[src/rtl/gpu_pkg.sv]
// Shared GPU block definitions: default coordinate widths, the line
// scheduler FSM encoding and the line-draw opcode used by command decode.
package gpu_pkg;

    localparam int XW_DEF = 9;
    localparam int YW_DEF = 8;

    localparam logic [2:0] OP_LINE = 3'b100;

    typedef enum logic [2:0] {
        S_IDLE,
        S_GRANT,
        S_START,
        S_DRAW,
        S_DONE
    } lsched_state_t;

endpackage

[src/rtl/rr_arbiter.sv]
// Combinational round-robin arbiter. The search starts one above the last
// winner and wraps, so the previous owner has the lowest priority.
module rr_arbiter #(
    parameter  int NREQ = 4,
    localparam int IDW  = $clog2(NREQ)
) (
    input  logic [NREQ-1:0] req,
    input  logic [IDW-1:0]  last,
    output logic [NREQ-1:0] grant,
    output logic [IDW-1:0]  grant_id
);

    logic found;

    // Scan last+1 .. last+NREQ (mod NREQ); the first active request wins.
    always_comb begin
        grant    = '0;
        grant_id = '0;
        found    = 1'b0;
        for (int i = 1; i <= NREQ; i++) begin
            if (!found && req[(int'(last) + i) % NREQ]) begin
                found = 1'b1;
                grant[(int'(last) + i) % NREQ] = 1'b1;
                grant_id = IDW'((int'(last) + i) % NREQ);
            end
        end
    end

endmodule

[src/rtl/line_cmd_sched.sv]
// Shares the single line-drawing engine among NREQ command sources.
// One command at a time: grant, capture, launch, stream pixels to the
// framebuffer tagged with the owner ID, then report completion. A watchdog
// aborts a line when the engine goes silent for TIMEOUT DRAW cycles.
module line_cmd_sched
    import gpu_pkg::*;
#(
    parameter  int NREQ    = 4,
    parameter  int XW      = XW_DEF,
    parameter  int YW      = YW_DEF,
    parameter  int TIMEOUT = 1023,
    localparam int IDW     = $clog2(NREQ)
) (
    input  logic                   clk,
    input  logic                   reset,
    // requester side
    input  logic [NREQ-1:0]        req_valid,
    output logic [NREQ-1:0]        req_ready,
    input  logic [NREQ*XW-1:0]     req_x1,
    input  logic [NREQ*XW-1:0]     req_x2,
    input  logic [NREQ*YW-1:0]     req_y1,
    input  logic [NREQ*YW-1:0]     req_y2,
    // engine side
    output logic                   eng_start,
    output logic signed [XW-1:0]   eng_x1,
    output logic signed [XW-1:0]   eng_x2,
    output logic signed [YW-1:0]   eng_y1,
    output logic signed [YW-1:0]   eng_y2,
    input  logic                   eng_pix_valid,
    input  logic signed [XW-1:0]   eng_x,
    input  logic signed [YW-1:0]   eng_y,
    input  logic                   eng_last,
    output logic                   eng_pix_ready,
    // framebuffer write port
    output logic                   pix_valid,
    output logic signed [XW-1:0]   pix_x,
    output logic signed [YW-1:0]   pix_y,
    output logic [IDW-1:0]         pix_id,
    input  logic                   pix_ready,
    // completion / status
    output logic                   done_valid,
    output logic [IDW-1:0]         done_id,
    output logic                   done_err,
    output logic                   busy,
    output logic                   err_timeout
);

    localparam int WDW = $clog2(TIMEOUT + 1);

    lsched_state_t         state;
    logic [IDW-1:0]        last;
    logic [IDW-1:0]        gnt_id;
    logic [IDW-1:0]        owner;
    logic [WDW-1:0]        wdog;

    logic [NREQ-1:0]       arb_grant;
    logic [IDW-1:0]        arb_id;

    logic signed [XW-1:0]  sel_x1, sel_x2;
    logic signed [YW-1:0]  sel_y1, sel_y2;

    logic                  drawing;
    logic                  xfer;
    logic                  wd_expire;

    rr_arbiter #(.NREQ(NREQ)) u_arb (
        .req      (req_valid),
        .last     (last),
        .grant    (arb_grant),
        .grant_id (arb_id)
    );

    // Pixel path is a straight pass-through, only opened while drawing.
    assign drawing       = (state == S_DRAW);
    assign pix_valid     = drawing & eng_pix_valid;
    assign eng_pix_ready = drawing & pix_ready;
    assign pix_x         = eng_x;
    assign pix_y         = eng_y;
    assign pix_id        = owner;
    assign done_id       = owner;
    assign xfer          = pix_valid & pix_ready;

    // Expire on the silent cycle that would bring the count to TIMEOUT.
    assign wd_expire = drawing && !eng_pix_valid && (wdog == WDW'(TIMEOUT - 1));

    // Route the granted requester's coordinate slices to the capture regs.
    always_comb begin
        sel_x1 = '0;
        sel_x2 = '0;
        sel_y1 = '0;
        sel_y2 = '0;
        for (int i = 0; i < NREQ; i++) begin
            if (gnt_id == IDW'(i)) begin
                sel_x1 = req_x1[i*XW +: XW];
                sel_x2 = req_x2[i*XW +: XW];
                sel_y1 = req_y1[i*YW +: YW];
                sel_y2 = req_y2[i*YW +: YW];
            end
        end
    end

    // Watchdog: counts silent engine cycles in DRAW; a framebuffer stall
    // with a pixel pending is not silence, so it clears the count.
    always_ff @(posedge clk or posedge reset) begin
        if (reset)
            wdog <= '0;
        else if (state == S_START)
            wdog <= '0;
        else if (drawing)
            wdog <= eng_pix_valid ? '0 : wdog + WDW'(1);
    end

    // Sequencer: arbitrate, capture, launch, stream, report.
    always_ff @(posedge clk or posedge reset) begin
        if (reset) begin
            state       <= S_IDLE;
            last        <= IDW'(NREQ - 1);
            gnt_id      <= '0;
            owner       <= '0;
            eng_x1      <= '0;
            eng_x2      <= '0;
            eng_y1      <= '0;
            eng_y2      <= '0;
            req_ready   <= '0;
            eng_start   <= 1'b0;
            done_valid  <= 1'b0;
            done_err    <= 1'b0;
            busy        <= 1'b0;
            err_timeout <= 1'b0;
        end else begin
            req_ready  <= '0;
            eng_start  <= 1'b0;
            done_valid <= 1'b0;
            done_err   <= 1'b0;
            unique case (state)
                S_IDLE: begin
                    if (|req_valid) begin
                        gnt_id    <= arb_id;
                        req_ready <= arb_grant;
                        busy      <= 1'b1;
                        state     <= S_GRANT;
                    end
                end
                S_GRANT: begin
                    eng_x1    <= sel_x1;
                    eng_x2    <= sel_x2;
                    eng_y1    <= sel_y1;
                    eng_y2    <= sel_y2;
                    owner     <= gnt_id;
                    eng_start <= 1'b1;
                    state     <= S_START;
                end
                S_START: begin
                    state <= S_DRAW;
                end
                S_DRAW: begin
                    if (xfer && eng_last) begin
                        done_valid <= 1'b1;
                        state      <= S_DONE;
                    end else if (wd_expire) begin
                        done_valid  <= 1'b1;
                        done_err    <= 1'b1;
                        err_timeout <= 1'b1;
                        state       <= S_DONE;
                    end
                end
                S_DONE: begin
                    last  <= owner;
                    busy  <= 1'b0;
                    state <= S_IDLE;
                end
                default: state <= S_IDLE;
            endcase
        end
    end

endmodule

[config.mk]
export PLATFORM = sky130hd
export DESIGN_NAME = line_cmd_sched
export DESIGN_NICKNAME = d
export VERILOG_FILES = /design/src/rtl/gpu_pkg.sv /design/src/rtl/rr_arbiter.sv /design/src/rtl/line_cmd_sched.sv
export SDC_FILE = /design/constraint.sdc
export NUM_CORES = 1
export LEC_CHECK = 0
export BUFFER_PORTS_ARGS = -buffer_cell sky130_fd_sc_hd__buf_2
export CORE_MARGIN = 4
export CORE_UTILIZATION = 47
export DETAILED_ROUTE_END_ITERATION = 8
export PLACE_DENSITY_LB_ADDON = 0.12
export SLEW_MARGIN = 10
export SYNTH_ARGS = -nofsm -noshare
export SYNTH_HDL_FRONTEND = slang
export SYNTH_SLANG_ARGS = --single-unit
export TNS_END_PERCENT = 1
[constraint.sdc]
create_clock -name clk -period 3.8 [get_ports clk]
set_input_delay 0.19 -clock clk [delete_from_list [all_inputs] [get_ports clk]]
set_output_delay 0.19 -clock clk [all_outputs]
set_load 0.01 [all_outputs]
==> results.tsv <==
stage	metric	value	unit
status	status	finished, final reports clean	
route	Starting DRT DRC Count	64	
setup_path	CP Class	reg2reg	
sta	Final min period	2730	ps
sta	Slew @ Worst Pin	668	ps
clocking	clk sinks	62	
setup_path	Critical Path RT	4060	ps
floorplanning	Die W	101	µm
setup_path	critical-path cell list	inv_1 -> ha_1 -> mux4_2 -> or3b_1 -> a21oi_1 -> a221o_2	
synth	Post-Syn Instances	329	
route	DRT Pass-1 Iters	6	
pwr	P_leak	2.38	nW
sta	setup tns final	0	ps
synth	synthesis-stage register bit count	62	
sta	Slew headroom	0.554	
synth	Netlist cell types	49	
pwr	Peak supply drop	349	µV
sta	fin. max-slew vios	0	
synth	Post-synth EDFFs	0	
floorplanning	I/O pin count	228	
route	DR vias	3375	
synth	sequential area share after synthesis	0.384	
floorplanning	Starting Density	0.488	
floorplanning	placement row count	33	
grt	grt total ovfl	0	
clocking	TritonCTS buffer count	9	
finish	antenna cell count	0	
clocking	clock root cell	clkbuf_8	
finish	area grow syn2layout	26.3	%
placed_design	IO Port Bufs	193	
setup_path	CP arrival	2990	ps
job	MaxCap Viol Count	0	
finish	Filler cells	714	
clocking	# H-tree levels	3	
sta	final hold violation count	0	
route	WL/cell	18.4	µm
sta	Tcrit/Tclk final	0.719	
floorplanning	core footprint	8300	µm²
pwr	Pwr Density	630	nW/µm²
setup_path	crit path max fanout	22	
route	Via density	5.58	
route	final antenna-violating net count	0	
floorplanning	Die Span Y	101	µm
setup_path	Worst Setup Start Kind	register	
synth	Post-synth top flop	dfrtp_1	
finish	Finished Layout Cells	605	
grt	first-pass GRT wire length	17.2	mm
grt	Tot GR Track Use	0.218	
setup_path	CP max-delay cell	dfstp_2	
finish	Final #Nets	668	
synth	syn nets	501	
route	DRC viols	0	
clocking	Max clock buf depth	2	
sta	Max Clk Rate	366	MHz
route	Detailed Route WL	11.1	mm
grt	largest net degree at the start of global routing	38	
clocking	CTS tree	built	
sta	unrepaired setup endpoints after global routing	false	
setup_path	CP max stage delay	780	ps
grt	antenna violations before repair	1	
clocking	clk_lat worst skew	330	ps
sta	final setup vio count	0	
finish	area of the multi-input gates	2190	µm²
placed_design	post-DP HPWL	8.84	mm
placed_design	cell total after placement	589	
synth	Async S/R FF share, synth	1.00	
clocking	Reg clk slew, reported paths	60	ps
finish	layout cell share with drive strength beyond 1	0.594	
placed_design	RD Place Congestion	0.839	
sta	Worst Skew	7.17	ps
synth	Post-Syn Area per Cell	12.3	µm²
finish	Sequential cell area	1560	µm²
floorplanning	die area	10200	µm²
setup_path	Worst setup EP type	register	
synth	post-synthesis instance area	4050	µm²
grt	vias in the first global route	3342	
worst_hold_path	Worst Hold Class	in2reg	
synth	Synthesis Warnings	0	
-- area by class of cell --
type	count	share of cell area
tap	105	0.0257
sequential	62	0.304
timing repair buffer	199	0.198
multi-input combinational	211	0.429
inverter	13	0.00955
clock buffer	14	0.0318
clock inverter	1	0.000980
-- sequential cells by signal, indices dropped and copies added (netlist names), 2 cells and up --
| signal | count |
|---|---|
| req_ready | 4 |
| last | 2 |
| wdog | 10 |
| eng_x2 | 9 |
| gnt_id | 2 |
| state | 3 |
| done_id | 2 |
| eng_y2 | 8 |
| eng_y1 | 8 |
| eng_x1 | 9 |
-- metal layers --
layer	share of wire	track usage	up-vias
met5	0.00081	0	-
met2	0.52	0.387	125
met1	0.38	0.261	1666
li1	-	-	1556
met4	0.017	0.0684	2
met3	0.077	0.0478	26
-- kinds of logic (layout without fill, tap and decap cells) --
logic type | after synthesis | in the layout | synth area share
AND/OR/NAND/NOR | 65 | 65 | 0.0890
adder cells (fa/ha/maj) | 10 | 10 | 0.0309
buffers and inverters | 56 | 227 | 0.0754
flip-flops | 62 | 62 | 0.384
AO/OA/AOI/OAI | 51 | 51 | 0.0829
XOR/XNOR | 2 | 2 | 0.00433
multiplexers | 83 | 83 | 0.333
-- power by group --
part	switching (mW)	total, mW	internal [mW]
registers	0.192	1.10	0.912
clock network	0.233	0.502	0.269
logic	0.744	1.61	0.870
-- cells in the final DEF, fill, tap and decap left out, types with 5 or more instances in the layout --
| cell | instances |
|---|---|
| a21oi_1 | 14 |
| buf_2 | 193 |
| buf_4 | 5 |
| clkbuf_8 | 11 |
| dfrtp_1 | 59 |
| ha_1 | 10 |
| inv_1 | 12 |
| mux2_2 | 41 |
| mux2i_1 | 5 |
| mux4_2 | 36 |
| nand2_1 | 14 |
| nand3_1 | 7 |
| nor2_1 | 12 |
| o21ai_0 | 14 |
-- through the flow --
stage / hold slack (ps) / util / cell area (µm²) / total power [mW] / worst slack (ps)
2_1_floorplan: 360 / - / 4050 / 2.25 / 1310
3_3_place_gp: 343 / 0.594 / 4930 / 2.71 / 1210
3_5_place_dp: 344 / 0.594 / 4930 / 2.76 / 1110
4_1_cts: 136 / 0.616 / 5110 / 3.26 / 1090
5_1_grt: 149 / 0.616 / 5110 / 3.45 / 892
6_report: 154 / 0.616 / 5110 / 3.22 / 1070
-- worst max-delay path, delay by kind of cell (launching register included) --
kind	cells	cell delay (ps)
AOI/OAI and AO/OA	2	300
adders and majority gates	1	530
buffers and inverters	1	220
DFF	1	780
muxes	1	450
and+or+nand+nor	1	390
-- final timing paths --
| kind | startpoint | cells after the start | slack [ps] | endpoint |
|---|---|---|---|---|
| min reg2reg | err_timeout | 1 | 490 | err_timeout |
| min | eng_last | 3 | 150 | state[2] |
| max reg2reg | last[0] | 6 | 1070 | req_ready[0] |
| max | last[0] | 6 | 1070 | req_ready[0] |
| max in group asynchronous | reset | 4 | 2430 | eng_y1[6] |
| min in group asynchronous | reset | 3 | 530 | wdog[9] |
-- repair_timing --
action / in CTS / in global routing
gates resized for setup: 0 / 0
endpoints found under the hold margin: 30 / 0
buffers inserted: 0 / 0
hold buffers: 1 / 0
-- synth_stat cells, drive strengths merged, types with 4 or more instances --
| cell | instances | share of area |
|---|---|---|
| mux2 | 41 | 0.11 |
| nor2 | 12 | 0.011 |
| clkbuf | 12 | 0.011 |
| a221o | 5 | 0.014 |
| or3b | 4 | 0.0087 |
| mux4 | 37 | 0.21 |
| ha | 10 | 0.031 |
| a21oi | 15 | 0.019 |
| inv | 13 | 0.012 |
| buf | 31 | 0.052 |
| nand3 | 7 | 0.0087 |
| o21ai | 14 | 0.017 |
| dfrtp | 60 | 0.37 |
| mux2i | 5 | 0.012 |
| nor3 | 4 | 0.0049 |
| nor2b | 4 | 0.0062 |
| nand2 | 14 | 0.013 |
Note: power is estimated with default switching activity, not from simulation.
